<file path="src/rtl/core_define.sv">
// Shared LSU definitions: memory-op direction codes, legal access lengths,
// and the bus-controller state encoding.
package core_define;

  localparam logic [1:0] MEM_OP_NONE  = 2'd0;
  localparam logic [1:0] MEM_OP_LOAD  = 2'd1;
  localparam logic [1:0] MEM_OP_STORE = 2'd2;

  localparam logic [2:0] MEM_LEN_BYTE = 3'd1;
  localparam logic [2:0] MEM_LEN_HALF = 3'd2;
  localparam logic [2:0] MEM_LEN_WORD = 3'd4;

  typedef enum logic [2:0] {
    ST_IDLE  = 3'd0,
    ST_BEAT0 = 3'd1,
    ST_WAIT0 = 3'd2,
    ST_BEAT1 = 3'd3,
    ST_WAIT1 = 3'd4
  } lsu_state_e;

  function automatic logic mem_len_legal(input logic [2:0] len);
    return (len == MEM_LEN_BYTE) || (len == MEM_LEN_HALF) || (len == MEM_LEN_WORD);
  endfunction

endpackage

</file>
<file path="src/rtl/core_ma_lsu_lane_gen.sv">
// Byte-lane steering for one bus beat: byte enables and rotated write data.
// Beat 0 carries the low bytes shifted up to the address offset; beat 1
// carries whatever spilled past the word boundary.
module core_ma_lsu_lane_gen (
  input  logic [1:0]  off,
  input  logic [2:0]  len,
  input  logic [31:0] data,
  input  logic        beat,
  output logic [3:0]  byte_en,
  output logic [31:0] wdata
);

  logic [3:0] len_mask;
  logic [2:0] spill_sh;
  logic [5:0] sh_lo;
  logic [5:0] sh_hi;

  // Select the lane pattern for the requested beat
  always_comb begin
    // 4-bit arithmetic makes len=4 wrap to 4'hF naturally
    len_mask = (4'd1 << len) - 4'd1;
    spill_sh = 3'd4 - {1'b0, off};
    sh_lo    = {1'b0, off, 3'b000};
    sh_hi    = 6'd32 - sh_lo;
    if (beat) begin
      byte_en = len_mask >> spill_sh;
      wdata   = data >> sh_hi;
    end else begin
      byte_en = len_mask << off;
      wdata   = data << sh_lo;
    end
  end

endmodule

</file>
<file path="src/rtl/core_ma_lsu_bus_ctrl.sv">
// MA-stage load/store to Avalon-MM master bridge. Splits word-crossing
// accesses into two beats, one bus transaction outstanding at a time.
module core_ma_lsu_bus_ctrl
  import core_define::*;
(
  input  logic        clk,
  input  logic        rest,
  input  logic        mem_read,
  input  logic        mem_write,
  input  logic [31:0] mem_addr,
  input  logic [31:0] mem_write_data,
  input  logic [2:0]  mem_op_data_len,
  output logic        mem_busy,
  output logic        mem_done,
  output logic        mem_err,
  output logic [31:0] avl_m0_address,
  output logic        avl_m0_read,
  output logic        avl_m0_write,
  output logic [3:0]  avl_m0_byte_en,
  output logic [31:0] avl_m0_write_data,
  input  logic        avl_m0_waitrequest,
  input  logic        avl_m0_read_data_valid
);

  lsu_state_e  state_q, state_d;
  logic [1:0]  op_q, op_d;
  logic [1:0]  off_q, off_d;
  logic [2:0]  len_q, len_d;
  logic [31:0] data_q, data_d;
  logic        split_q, split_d;
  logic [31:0] addr_q, addr_d;
  logic        rd_q, rd_d;
  logic        wr_q, wr_d;
  logic [3:0]  be_q, be_d;
  logic [31:0] wdata_q, wdata_d;

  logic        req;
  logic        done_c;
  logic        err_c;
  logic        beat_done;
  logic        last_beat;
  logic [3:0]  span;
  logic [1:0]  lane_off;
  logic [2:0]  lane_len;
  logic [31:0] lane_data;
  logic        lane_beat;
  logic [3:0]  lane_be;
  logic [31:0] lane_wdata;

  assign req = mem_read | mem_write;

  // In IDLE the lanes are computed from the incoming request (beat 0);
  // afterwards only beat 1 is ever loaded, from the latched request.
  always_comb begin
    if (state_q == ST_IDLE) begin
      lane_off  = mem_addr[1:0];
      lane_len  = mem_op_data_len;
      lane_data = mem_write_data;
      lane_beat = 1'b0;
    end else begin
      lane_off  = off_q;
      lane_len  = len_q;
      lane_data = data_q;
      lane_beat = 1'b1;
    end
  end

  core_ma_lsu_lane_gen u_lane_gen (
    .off     (lane_off),
    .len     (lane_len),
    .data    (lane_data),
    .beat    (lane_beat),
    .byte_en (lane_be),
    .wdata   (lane_wdata)
  );

  // Next-state and next-bus-output computation
  always_comb begin
    state_d   = state_q;
    op_d      = op_q;
    off_d     = off_q;
    len_d     = len_q;
    data_d    = data_q;
    split_d   = split_q;
    addr_d    = addr_q;
    rd_d      = rd_q;
    wr_d      = wr_q;
    be_d      = be_q;
    wdata_d   = wdata_q;
    done_c    = 1'b0;
    err_c     = 1'b0;
    beat_done = 1'b0;
    span      = {2'b00, mem_addr[1:0]} + {1'b0, mem_op_data_len};
    last_beat = (state_q == ST_BEAT1) || (state_q == ST_WAIT1) || !split_q;

    case (state_q)
      ST_IDLE: begin
        if (req) begin
          if (!mem_len_legal(mem_op_data_len)) begin
            // Rejected in place: no bus traffic, stay idle
            done_c = 1'b1;
            err_c  = 1'b1;
          end else begin
            op_d    = mem_read ? MEM_OP_LOAD : MEM_OP_STORE;
            off_d   = mem_addr[1:0];
            len_d   = mem_op_data_len;
            data_d  = mem_write_data;
            split_d = (span > 4'd4);
            addr_d  = {mem_addr[31:2], 2'b00};
            rd_d    = mem_read;
            wr_d    = !mem_read;
            be_d    = lane_be;
            wdata_d = lane_wdata;
            state_d = ST_BEAT0;
          end
        end
      end
      ST_BEAT0, ST_BEAT1: begin
        if (!avl_m0_waitrequest) begin
          if (op_q == MEM_OP_LOAD) begin
            rd_d    = 1'b0;
            state_d = (state_q == ST_BEAT0) ? ST_WAIT0 : ST_WAIT1;
          end else begin
            beat_done = 1'b1;
          end
        end
      end
      ST_WAIT0, ST_WAIT1: begin
        if (avl_m0_read_data_valid) beat_done = 1'b1;
      end
      default: state_d = ST_IDLE;
    endcase

    if (beat_done) begin
      if (last_beat) begin
        done_c  = 1'b1;
        state_d = ST_IDLE;
        op_d    = MEM_OP_NONE;
        addr_d  = 32'd0;
        rd_d    = 1'b0;
        wr_d    = 1'b0;
        be_d    = 4'd0;
        wdata_d = 32'd0;
      end else begin
        state_d = ST_BEAT1;
        addr_d  = addr_q + 32'd4;
        rd_d    = (op_q == MEM_OP_LOAD);
        wr_d    = (op_q == MEM_OP_STORE);
        be_d    = lane_be;
        wdata_d = lane_wdata;
      end
    end
  end

  // State and registered bus outputs; reset aborts any in-flight access
  always_ff @(posedge clk or negedge rest) begin
    if (!rest) begin
      state_q <= ST_IDLE;
      op_q    <= MEM_OP_NONE;
      off_q   <= 2'd0;
      len_q   <= 3'd0;
      data_q  <= 32'd0;
      split_q <= 1'b0;
      addr_q  <= 32'd0;
      rd_q    <= 1'b0;
      wr_q    <= 1'b0;
      be_q    <= 4'd0;
      wdata_q <= 32'd0;
    end else begin
      state_q <= state_d;
      op_q    <= op_d;
      off_q   <= off_d;
      len_q   <= len_d;
      data_q  <= data_d;
      split_q <= split_d;
      addr_q  <= addr_d;
      rd_q    <= rd_d;
      wr_q    <= wr_d;
      be_q    <= be_d;
      wdata_q <= wdata_d;
    end
  end

  assign avl_m0_address    = addr_q;
  assign avl_m0_read       = rd_q;
  assign avl_m0_write      = wr_q;
  assign avl_m0_byte_en    = be_q;
  assign avl_m0_write_data = wdata_q;
  assign mem_done          = done_c & rest;
  assign mem_err           = err_c & rest;
  assign mem_busy          = ((state_q != ST_IDLE) || req) && !mem_done;

endmodule

</file>
<file path="config.mk">
export PLATFORM = sky130hd
export DESIGN_NAME = core_ma_lsu_bus_ctrl
export DESIGN_NICKNAME = d
export VERILOG_FILES = /design/src/rtl/core_define.sv /design/src/rtl/core_ma_lsu_lane_gen.sv /design/src/rtl/core_ma_lsu_bus_ctrl.sv
export SDC_FILE = /design/constraint.sdc
export NUM_CORES = 1
export LEC_CHECK = 0
export CAP_MARGIN = 20
export CELL_PAD_IN_SITES_DETAIL_PLACEMENT = 1
export CELL_PAD_IN_SITES_GLOBAL_PLACEMENT = 1
export CORE_MARGIN = 8
export CORE_UTILIZATION = 41
export DETAILED_ROUTE_END_ITERATION = 7
export GPL_ROUTABILITY_DRIVEN = 1
export PLACE_DENSITY = 0.92
export SETUP_SLACK_MARGIN = 0.02
export SKIP_CTS_REPAIR_TIMING = 1
export SYNTH_ARGS = -nofsm -noshare
export SYNTH_HDL_FRONTEND = slang
export SYNTH_SLANG_ARGS = --single-unit
</file>
<file path="constraint.sdc">
create_clock -name clk -period 7.84 [get_ports clk]
set_input_delay 1.176 -clock clk [delete_from_list [all_inputs] [get_ports clk]]
set_output_delay 1.176 -clock clk [all_outputs]
set_load 0.01 [all_outputs]
</file>
[Word level (Yosys, flattened, before mapping)]
Index checks and enable logic that the tools add are counted.
Operators by class
  add/subtract/negate cells: 5
  order comparisons: 1
  equality and inequality tests: 14
  shift operators: 5
  mux-type cells: 55
  bitwise operators: 3
  reductions and logical operators: 21
Operators by type and width (count)
  32-bit 2-to-1 mux: 12
  32-bit by 3-bit adder with 32-bit output (second input constant): 1
  32-bit by 5-bit << shifter with 32-bit output: 1
  32-bit by 6-bit right shift with 32-bit output: 1
  4-bit 2-to-1 mux: 6
  3-bit 2-to-1 mux: 7
  1-bit 2-to-1 mux: 19
  2-bit 2-to-1 mux: 8
  5-bit AND reduction: 2
  3-bit by 2-bit equality test with 1-bit output (second input constant): 3
  3-bit inequality test (second input constant): 3
  3-bit one-hot mux with 3 select lines: 1
  3-bit by 1-bit equality test with 1-bit output (second input constant): 2
  3-bit equality test (second input constant): 2
  3-bit AND reduction: 2
  2-bit nonzero test: 3
  3-bit nonzero test: 2
  6-bit by 5-bit subtractor with 6-bit output (first input constant): 1
  1-bit logical OR: 5
  2-bit by 3-bit adder with 4-bit output: 1
  4-bit by 3-bit greater-than comparator with 1-bit output (second input constant): 1
  1-bit one-hot mux with 2 select lines: 2
  2-bit OR reduction: 2
  1-bit by 3-bit << shifter with 4-bit output (first input constant): 1
  other kinds (13): 16
Storage, ports and cells
  register bits after elaboration: 113
  input port bits: 73
  output and inout port bits: 73
  word-level logic and storage cells: 115

[Logic depth before layout (Yosys ltp)]
Gate-level depths: netlist of the first run.
  depth after elaboration: 11
  gate-level depth with buffers: 15
  gate-level depth less buffers: 9

[Hierarchy]
From an unflattened synthesis of the first run, not the netlist that was laid out.
Second synthesis, totals
  cells, all modules: 931
  area total of the unflattened synthesis: 7023.0 µm²
Modules (own cells, without submodules)
  core_ma_lsu_bus_ctrl: times used 1, cells each 741, area an instance 5828.1 µm², seq. area each 2777.7 µm²
  core_ma_lsu_lane_gen: times used 1, cells each 190, area an instance 1194.9 µm², seq. area each 0.0 µm²

[Least setup slack after synthesis of the first run]
No wires, ideal clock.
  kind: input -> register
  start point: input mem_addr[0]
  end point: register wdata_q[27] (netlist: avl_m0_write_data[27])
  arrival time: 3.388 ns
  required time: 7.745 ns
  path slack: 4.356 ns
  stages: 12
  path buffers: 5
  path through: clkbuf_1 -> mux2_4 -> clkinv_4 -> buf_8 -> buf_4 -> ha_1 -> or2_2 -> clkbuf_1 -> clkbuf_1 -> nor2_1 -> a21oi_1 -> o31ai_1
Between the ends
  word-level cells in the longest chain between the ends: 8
  elaborated cells between the ends (all ways): 10
  those cells by class: 1 x add/sub; 2 x shift; 7 x mux
Ends and longest elaborated chain
  start, declared: line core_ma_lsu_bus_ctrl.sv:10  | input logic [31:0] mem_addr,
  2-bit 2-to-1 mux *: line core_ma_lsu_bus_ctrl.sv:55  | if (state_q == ST_IDLE) begin
  6-bit by 5-bit subtractor with 6-bit output: line core_ma_lsu_lane_gen.sv:24  | sh_hi = 6'd32 - sh_lo;
  32-bit by 6-bit right shift with 32-bit output: line core_ma_lsu_lane_gen.sv:27  | wdata = data >> sh_hi;
  32-bit 2-to-1 mux *: line core_ma_lsu_lane_gen.sv:25  | if (beat) begin
  32-bit 2-to-1 mux: line core_ma_lsu_bus_ctrl.sv:99  | if (!mem_len_legal(mem_op_data_len)) begin
  32-bit 2-to-1 mux: line core_ma_lsu_bus_ctrl.sv:98  | if (req) begin
  32-bit 2-to-1 mux: line core_ma_lsu_bus_ctrl.sv:96  | case (state_q)
  32-bit 2-to-1 mux *: line core_ma_lsu_bus_ctrl.sv:134  | if (beat_done) begin
  end signal, assigned: line core_ma_lsu_bus_ctrl.sv:180  | wdata_q <= wdata_d;
  end, declared: line core_ma_lsu_bus_ctrl.sv:35  | logic [31:0] wdata_q, wdata_d;
Every way passes the cells marked *; elsewhere a longest branch is shown, timed or not. The select of a mux whose other input is x is not followed.
A chain may end at the register's enable or synchronous reset.

[Worst setup path after layout of the first run]
  start point: input mem_addr[1]
  end point: register wdata_q[31] (netlist: avl_m0_write_data[31])
Same word-level chain as after synthesis.

==> out/metrics.csv, run 1 <==
stage,metric,value,unit
run_status,status,"complete, no violations",
grt,grt_pass1_wl,40400,um
floorplanning,die_y,145,um
sta,finalSetupTns,0,ps
clock_network,clk_pin_slew,70,ps
floorplanning,num_rows,47,
routing,viasPerCell,6.18,
sta,maxSlewViolCount,0,
routing,drt_pass1_iterations,7,
layout,final_layout_size_suffix_gt1_frac,0.0510,
sta,hold_viol,0,
layout,syn_to_final_growth,27.7,%
synthesis,ys.flop_type,dfrtp_1,
floorplanning,core_area,16400,sq um
worst_setup_path,arrival,5040,ps
synthesis,synth_xor_area_frac,0.00645,
placement,postPlaceCellArea,8340,sq um
floorplanning,die-area,20900,sq um
synthesis,synth_cell_types,61,
synthesis,yosys.area.top_type,dfrtp_1,
placement,dp.cells,1105,
worst_setup_path,critPathCaptureType,flop,
synthesis,avgSynthCellArea,8.61,sq um
layout,regArea,2780,sq um
placement,dp_slack,2800,ps
worst_setup_path,startpoint_type,input port,
sta,skew,11.0,ps
sta,slew_headroom,0.279,
sta,finalWorstSetupSlack,3080,ps
synthesis,ys_ff_latch,111,
clock_network,clock-root-buffer,clkbuf_16,
floorplanning,die_x,145,um
placement,dp_hpwl,18200,um
synthesis,synth-compound-area-share,0.228,
placement,io_buffers,143,
synthesis,synth.area.top_cells,"dfrtp_1, nand2_1, mux2i_1",
clock_network,cts.sinks,111,
layout,antenna_cells,0,
worst_setup_path,path_max_fanout,25,
grt,first_global_vias,7297,
clock_network,numCtsBuffers,9,
synthesis,synth_top_family_by_area,compound AO/OA/AOI/OAI gates,
synthesis,yosysSeqAreaShare,0.409,
sta,timing.hold.ws,474,ps
synthesis,synthMuxAreaShare,0.0829,
worst_setup_path,cp.required,8130,ps
synthesis,synth_edf_count,0,
worst_hold_path,hold_class,flop to flop,
layout,multiInputGateArea,3690,sq um
layout,final_common_cell,nand2_1,
clock_network,clk_path_buf_depth,2,
synthesis,synth-simple-area-share,0.209,
power,powerDensity,417,nW/um^2
sta,worst_pin_slew,1080,ps
flow_run,max_cap_violations,0,
routing,wl_per_cell,22.7,um
routing,routed_wirelength,25500,um
sta,fin_crit_sh,0.607,
layout,fillers,1897,
clock_network,htreeDepth,3,
floorplanning,pin_count,146,
grt,gr-total-overflow,0,
layout,nets,976,
routing,vias,6929,
synthesis,synth_fa_ha_area_frac,0.0122,
clock_network,cts_tree,done,
sta,fin_crit,4760,ps
grt,grt_usage,0.248,
routing,drtAntennaViolNets,0,
synthesis,synth_cells,789,
placement,gp_congestion,0.869,
grt,grt_start_max_net_pins,66,
grt,antenna_found_initial,0,
layout,layout_common_cells,"nand2_1, clkdlybuf4s50_1, dfrtp_1, o21ai_0, mux2i_1",
worst_setup_path,worst_path_dominant_cell_family,simple AND/OR/NAND/NOR gates,
worst_setup_path,slowest_delay,910,ps
clock_network,insertion_delay,370,ps
power,cellLeakagePower,3.64,nW
synthesis,async_flop_share,1.00,
worst_setup_path,crit_chain,"clkdlybuf4s50_1, nor4b_1, a21oi_1, ha_1, or2_2, nor3_1, a222oi_1, o21ai_0",
layout,stdcell_area,8670,sq um
power,ir_drop,214,uV
floorplanning,initial_core_util,0.414,
layout,final_cells,1122,
worst_setup_path,cp_slowest_cell,clkdlybuf4s50_1,
routing,drc,0,
worst_setup_path,critPathBufInv,1,
worst_setup_path,critical_path_class,input port to flop,
synthesis,synth.top_cell.area_share,0.409,
routing,drt-initial-drc-count,492,
synthesis,netlist_area,6790,sq um
sta,fmax,210,MHz
sta,setup_viol,0,
synthesis,yosys_warnings,0,
sta,rsz0062_at_grt,no,
Yosys cell counts (2+ instances only):
| cell type | n |
|---|---|
| nand2_1 | 167 |
| dfrtp_1 | 111 |
| o21ai_0 | 67 |
| mux2i_1 | 48 |
| clkbuf_1 | 40 |
| a21oi_1 | 32 |
| nor3_1 | 28 |
| nor2_1 | 27 |
| a221o_1 | 24 |
| nand3_1 | 24 |
| inv_1 | 18 |
| a32o_1 | 15 |
| nor4_1 | 11 |
| o221ai_1 | 11 |
| a21o_1 | 8 |
| a31oi_1 | 8 |
| a32oi_1 | 8 |
| buf_2 | 8 |
| nor3b_1 | 8 |
| o211ai_1 | 8 |
| a211oi_1 | 7 |
| a22o_1 | 7 |
| and3_1 | 7 |
| or3_1 | 7 |
| buf_1 | 6 |
| mux2_2 | 6 |
| ha_1 | 5 |
| nand2b_1 | 5 |
| o31ai_1 | 5 |
| nand3b_1 | 4 |
| nand4_1 | 4 |
| o22ai_1 | 4 |
| or2_2 | 4 |
| xnor2_1 | 4 |
| and4_1 | 3 |
| buf_4 | 3 |
| nor2b_1 | 3 |
| nor4b_1 | 3 |
| o311ai_0 | 3 |
| a21boi_0 | 2 |
| a22oi_1 | 2 |
| a2bb2oi_1 | 2 |
| a311oi_1 | 2 |
| and2_1 | 2 |
| buf_6 | 2 |
routing by layer:
| layer | wire length (um) | share of wire | track usage | up-vias |
|---|---|---|---|---|
| met5 | 0 | 0 | 0 | - |
| met4 | 574 | 0.023 | 0.0843 | 0 |
| met3 | 2010 | 0.079 | 0.0538 | 50 |
| met2 | 12500 | 0.49 | 0.419 | 345 |
| met1 | 10400 | 0.41 | 0.307 | 3419 |
| li1 | - | - | - | 3115 |
cell type report:
cell class | instances | area share
clock buffer | 11 | 0.0280
clock inverter | 5 | 0.00938
inverter | 20 | 0.00923
multi-input combinational | 599 | 0.425
sequential | 111 | 0.320
tap | 220 | 0.0317
timing repair buffer | 156 | 0.176
stage by stage:
step	utilization	power (mW)
after floorplan	-	2.30
after global placement	0.508	2.97
after detailed placement	0.508	3.07
after CTS	0.528	3.60
after global routing	0.529	3.84
final	0.529	3.62
logic make-up after synthesis:
logic type | count (synthesis)
fa+ha+maj | 6
flops | 111
simple gates | 309
xor+xnor | 5
compound gates | 222
mux | 55
buf+inv | 80
other cells | 1
registers in the layout (all words and copies together) (netlist names):
register           flops
split_q                1
avl_m0_byte_en         4
avl_m0_read            1
data_q                32
off_q                  2
avl_m0_write_data     32
op_q                   2
len_q                  3
avl_m0_address        30
avl_m0_write           1
state_q                3
final timing paths:
check	startpoint	end	slack, ps	cells past startpoint
min in group asynchronous	rest	avl_m0_address[8]$_DFFE_PN0P_	920	1
min	avl_m0_write_data[28]$_DFFE_PN0P_	avl_m0_write_data[28]$_DFFE_PN0P_	470	2
min reg2reg	avl_m0_write_data[28]$_DFFE_PN0P_	avl_m0_write_data[28]$_DFFE_PN0P_	470	2
max reg2reg	state_q[2]$_DFFE_PN0P_	avl_m0_write_data[31]$_DFFE_PN0P_	3550	9
max	mem_addr[1]	avl_m0_write_data[31]$_DFFE_PN0P_	3080	8
max in group asynchronous	rest	avl_m0_write_data[0]$_DFFE_PN0P_	5730	2
where the power goes:
group | internal [mW] | switching [mW] | leakage, nW
clock network | 0.290 | 0.226 | 0.156
registers | 0.795 | 0.285 | 1.44
logic | 0.835 | 1.19 | 2.04
total | 1.92 | 1.70 | 3.64
worst register-to-register path: cells and delay by family (launching register included):
kind | cells | cell delay [ps]
AOI/OAI and AO/OA | 2 | 420
adders and majority gates | 1 | 510
and+or+nand+nor | 3 | 1700
buffers and inverters | 2 | 600
muxes | 1 | 460
DFF | 1 | 520
No activity file was read; power rests on OpenSTA's default activity.
==> inputs of run 2 (changes only) <==
Settings changed: CORE_UTILIZATION 41 to 35, PLACE_DENSITY 0.92 to 0.84.
Clock period 7.84 ns to 3.9 ns, I/O delays scaled along.
==> run 2 against run 1 <==
Compared with the run above: global-route usage down 3.1 points; cell area up 1.5%; sequential share of layout area down 0.47 points; hold slack worse by 38 ps; critical path depth up 2; via count up 0.16%; final cell count up 5.3%; first-iteration DRC count down 5.9%; clock skew down 1.5 ps; sequential power up 94%; non-clock buffer count up 14; utilization down 7.2 points; critical path type is now flop to flop; largest cell class unchanged; largest power group unchanged.
==> out/metrics.csv, run 2 (synthesized netlist as in run 1, its figures left out) <==
stage,metric,value,unit,change
sta,rsz0062_at_grt,no,,
grt,grt_pass1_wl,41400,um,+2.3%
worst_setup_path,cp.required,4170,ps,-3960 ps
routing,drc,0,,unchanged
worst_setup_path,startpoint_type,flop,,
placement,dp_hpwl,18200,um,+0.25%
routing,drtAntennaViolNets,0,,unchanged
sta,worst_pin_slew,1060,ps,-17.7 ps
sta,slew_headroom,0.291,,+0.0120
routing,wl_per_cell,22.1,um,-2.6%
sta,fin_crit_sh,0.857,,
worst_setup_path,arrival,3610,ps,-1430 ps
floorplanning,initial_core_util,0.352,,-0.0615
clock_network,clk_path_buf_depth,2,,unchanged
layout,antenna_cells,0,,unchanged
clock_network,cts_tree,done,,
floorplanning,num_rows,51,,+8.5%
placement,dp_slack,492,ps,-2310 ps
grt,gr-total-overflow,0,,unchanged
floorplanning,die_x,155,um,+7.3%
worst_setup_path,critPathCaptureType,flop,,
sta,hold_viol,0,,unchanged
sta,maxSlewViolCount,0,,unchanged
grt,grt_usage,0.217,,-0.0311
worst_setup_path,path_max_fanout,53,,+110%
sta,finalWorstSetupSlack,559,ps,-2520 ps
floorplanning,die-area,24100,sq um,+15%
clock_network,cts.sinks,111,,unchanged
placement,io_buffers,143,,unchanged
routing,vias,6940,,+0.16%
worst_setup_path,critical_path_class,flop to flop,,
placement,gp_congestion,0.847,,-2.6%
routing,viasPerCell,5.88,,-4.8%
clock_network,numCtsBuffers,9,,unchanged
run_status,status,"complete, no violations",,
power,ir_drop,331,uV,+55%
worst_hold_path,hold_class,input port to async pin,,
floorplanning,pin_count,146,,unchanged
routing,drt-initial-drc-count,463,,-5.9%
grt,first_global_vias,7334,,+0.51%
layout,final_layout_size_suffix_gt1_frac,0.0677,,+0.0167
layout,nets,990,,+1.4%
sta,finalSetupTns,0,ps,unchanged
floorplanning,core_area,19300,sq um,+17%
routing,drt_pass1_iterations,5,,-2
floorplanning,die_y,155,um,+7.3%
clock_network,htreeDepth,3,,unchanged
grt,grt_start_max_net_pins,63,,-4.5%
layout,final_common_cell,nand2_1,,
sta,fin_crit,3340,ps,
clock_network,clock-root-buffer,clkbuf_16,,
sta,setup_viol,0,,unchanged
power,cellLeakagePower,3.69,nW,+1.3%
power,powerDensity,832,nW/um^2,+99%
clock_network,clk_pin_slew,80,ps,about the same
layout,layout_common_cells,"nand2_1, clkdlybuf4s50_1, dfrtp_1, o21ai_0, mux2i_1",,
sta,fmax,299,MHz,
layout,syn_to_final_growth,29.6,%,
sta,skew,9.52,ps,-1.52 ps
routing,routed_wirelength,26100,um,+2.5%
flow_run,max_cap_violations,0,,unchanged
clock_network,insertion_delay,370,ps,about the same
worst_setup_path,r2r_cells,10,,+1
grt,antenna_found_initial,0,,unchanged
run 2: cell count changes in the layout (fill, tap and decap cells not counted), sizes merged:
| cell | delta |
|---|---|
| clkbuf | -1 |
| bufinv | -2 |
| inv | +1 |
| clkinvlp | +2 |
| buf | +15 |
| clkdlybuf4s50 | -1 |
run 2: stage by stage:
step	total power, mW	instances	hold slack [ps]	utilization	instance area [sq um]
finish	7.32	1181	437	0.457	8800
global route	7.82	1181	505	0.457	8800
CTS	7.33	1181	478	0.457	8800
detailed placement	6.37	1165	471	0.442	8520
global placement	6.19	1165	461	0.442	8520
floorplan	4.63	790	289	-	6790
run 2: path summary, 6_finish.rpt:
path	from	end	slack [ps]
max in group asynchronous	rest	avl_m0_address[12]$_DFFE_PN0P_	2230
min	rest	avl_m0_address[2]$_DFFE_PN0P_	440
min reg2reg	avl_m0_write_data[28]$_DFFE_PN0P_	avl_m0_write_data[28]$_DFFE_PN0P_	480
min in group clk	avl_m0_write_data[28]$_DFFE_PN0P_	avl_m0_write_data[28]$_DFFE_PN0P_	480
max	state_q[0]$_DFFE_PN0P_	avl_m0_byte_en[0]$_DFFE_PN0P_	560
max reg2reg	state_q[0]$_DFFE_PN0P_	avl_m0_byte_en[0]$_DFFE_PN0P_	560
run 2: critical path, cell delays in order (launching register included):
cell and delay [ps]:
dfrtp_1 490, or3_2 580, buf_4 340, nor4b_1 370, a31oi_1 90, ha_1 270, inv_1 100, nor4b_1 60
o311ai_0 530, a21boi_0 160, o21ai_0 240
run 2: layout make-up:
type | instances | area [sq um]
Sequential cell | 111 | 2780
Clock inverter | 6 | 45.0
Inverter | 20 | 80.1
Fill cell | 2270 | 10500
Tap cell | 265 | 332
Clock buffer | 10 | 239
Multi-Input combinational cell | 599 | 3690
Timing Repair Buffer | 170 | 1640
run 2: where the power goes:
part	switching [mW]	total, mW	internal (mW)
Sequential	0.492	2.09	1.60
Clock	0.472	0.927	0.455
Combinational	2.51	4.30	1.79
Total	3.48	7.32	3.84
run 2: routing by layer:
| layer | global-route usage | share of wire |
|---|---|---|
| met5 | 0 | 0 |
| met4 | 0.0716 | 0.024 |
| met3 | 0.0469 | 0.072 |
| met2 | 0.359 | 0.47 |
| met1 | 0.276 | 0.43 |
==> inputs of run 3 (changes only) <==
Settings changed: GPL_ROUTABILITY_DRIVEN 1 to 0.
==> results of run 3 <==
Same layout as run 2: the final DEF is identical, and so are final timing and power.
==> RTL edit 1 (config.mk and constraints of run 3) <==
Take the reset off `data_q` and load it in a clocked block of its own.
--- a/src/rtl/core_ma_lsu_bus_ctrl.sv
+++ b/src/rtl/core_ma_lsu_bus_ctrl.sv
@@ -159,7 +159,6 @@
       op_q    <= MEM_OP_NONE;
       off_q   <= 2'd0;
       len_q   <= 3'd0;
-      data_q  <= 32'd0;
       split_q <= 1'b0;
       addr_q  <= 32'd0;
       rd_q    <= 1'b0;
@@ -171,7 +170,6 @@
       op_q    <= op_d;
       off_q   <= off_d;
       len_q   <= len_d;
-      data_q  <= data_d;
       split_q <= split_d;
       addr_q  <= addr_d;
       rd_q    <= rd_d;
@@ -179,6 +177,10 @@
       be_q    <= be_d;
       wdata_q <= wdata_d;
     end
+  end
+
+  always_ff @(posedge clk) begin
+    data_q <= data_d;
   end
 
   assign avl_m0_address    = addr_q;
Function: no difference found for any inputs over 4 cycles, from zero or initial values; that may be too few to reach the edited logic, so the function may still have changed.
==> RTL edit 1 against run 3 <==
- sequential cell count unchanged
- clock power up 12%
- design area grew 1.4%
- synthesized cell count shrank 6.5%
- setup slack worse by 13 ps
- routed wire length is essentially flat
- total power up 4.3%
- non-clock buffer count decreased by 6
- largest power group unchanged
- core utilization barely moved
- combinational power rose by 6.0%
- area after synthesis is 2.7% higher
- hold slack worse by 350 ps
- largest cell class unchanged
==> RTL edit 1: results (changes against run 3) <==
Critical path
  • Critical path arrival: 2770 ps (was 3610 ps)
  • FF-to-FF setup slack: 680 ps (was 560 ps)
  • Peak per-stage delay on the critical path: 740 ps (was 580 ps)
  • Reg-to-Reg End: avl_m0_write_data[0] (was avl_m0_byte_en[0])
  • Top Family by Delay on Critical Path: simple AND/OR/NAND/NOR gates (was compound AO/OA/AOI/OAI gates)
  • CP Max Fanout: 16 (was 53)
  • Worst r2r src: state_q[2] (was state_q[0])
  • CP max-delay cell: dfrtp_1 (was or3_2)

Detailed routing
  • Post-DR vias/cell: 5.97 (was 5.88)
  • Metal3 WL: 2.03 mm (was 1.89 mm)
  • 1st-iter DRT viols: 452 (was 463)
  • 1st-pass router iterations: 5 (unchanged)
  • Wl on met1: 11.0 mm (was 11.3 mm)
  • Per-cell routed wire length: 23.2 um (was 22.1 um)
  • WL met2: 12.7 mm (was 12.3 mm)

Final layout
  • Non-filler instance count after layout: 1122 (was 1181)
  • Share of layout cells above drive strength 1: 7.82% (was 6.77%)
  • Final Util: 45.7% (about the same)
  • Final nets: 931 (was 990)
  • FILL cells: 2268 (was 2270)

Global routing
  • Gr usage total: 21.0% (was 21.7%)
  • First-pass GRT wire length: 40.7 mm (was 41.4 mm)
  • Largest net degree at the start of global routing: 66 (was 63)
  • GR Util met3: 5.02% (was 4.69%)
  • Vias in the first global route: 7067 (was 7334)
  • Met2 global-route usage: 35.8% (was 35.9%)
  • Grt met1 use: 26.2% (was 27.6%)

Synth
  • Synth unique cells: 76 (was 61)
  • Async set-reset flop share out of synthesis: 71.2% (was 100%)
  • Synth top area cells: dfrtp_1, edfxtp_1, mux2i_1, nand2_1, a21oi_1 (was dfrtp_1, nand2_1, mux2i_1, o21ai_0, a221o_1)
  • Mux share of post-synthesis cell area: 6.85% (was 8.29%)
  • Top post-synthesis cells by count: nand2_1, dfrtp_1, a21oi_1 (was nand2_1, dfrtp_1, o21ai_0)
  • Seq/Total Area, Yosys: 42.1% (was 40.9%)
  • Xor-xnor portion of the synthesized cell area: 0.753% (was 0.645%)
  • Adder-Cell Fraction of Synth Area: 1.18% (was 1.22%)
  • EDFF count, synth: 32 (was 0)

Placement
  • Dpl hpwl: 18.3 mm (was 18.2 mm)
  • Area post-placement: 8590 um^2 (was 8520 um^2)

Timing
  • Worst hold margin: 86.4 ps (was 437 ps)
  • Worst clock skew: 8.98 ps (was 9.52 ps)

Power
  • VDD IR max: 409 uV (was 331 uV)
  • Leak: 3.47 nW (was 3.69 nW)
  • P_int: 4.05 mW (was 3.84 mW)
  • Clk pwr share: 13.7% (was 12.7%)
  • Part of the power in registers: 26.6% (was 28.6%)

Clocking
  • Clk_lat worst skew: roughly 360 ps

Outcome
  • Outcome: completed (unchanged)
RTL edit 1: cell count changes in the layout (fill, tap and decap cells not counted), moves of 8 or more:
cell,change
nand2_1,-80
dfrtp_1,-32
edfxtp_1,+32
o21ai_0,-23
a21oi_1,+18
nor3_1,-14
a31oi_1,+10
and3_1,+10
o22ai_1,+9
o41ai_1,+8
RTL edit 1: area by class of cell:
class                   count  area share [%]
clock buffers               9            2.52
clock inverters             7            1.16
inverters                  24            1.01
multi-input cells         542            40.6
flip-flops and latches    111            32.9
well taps                 265            3.72
repair buffers            164            18.1
RTL edit 1: worst max path at each step:
| stage | startpoint | slack, ps | endpoint |
|---|---|---|---|
| after floorplan | mem_addr[1] | 970 | avl_m0_write_data[8] |
| after global placement | mem_addr[0] | 480 | avl_m0_write_data[1] |
| after detailed placement | mem_addr[0] | 360 | avl_m0_write_data[0] |
| after CTS | state_q[2] | 510 | mem_done |
| after global routing | mem_op_data_len[2] | 380 | mem_busy |
| final | state_q[2] | 550 | mem_done |
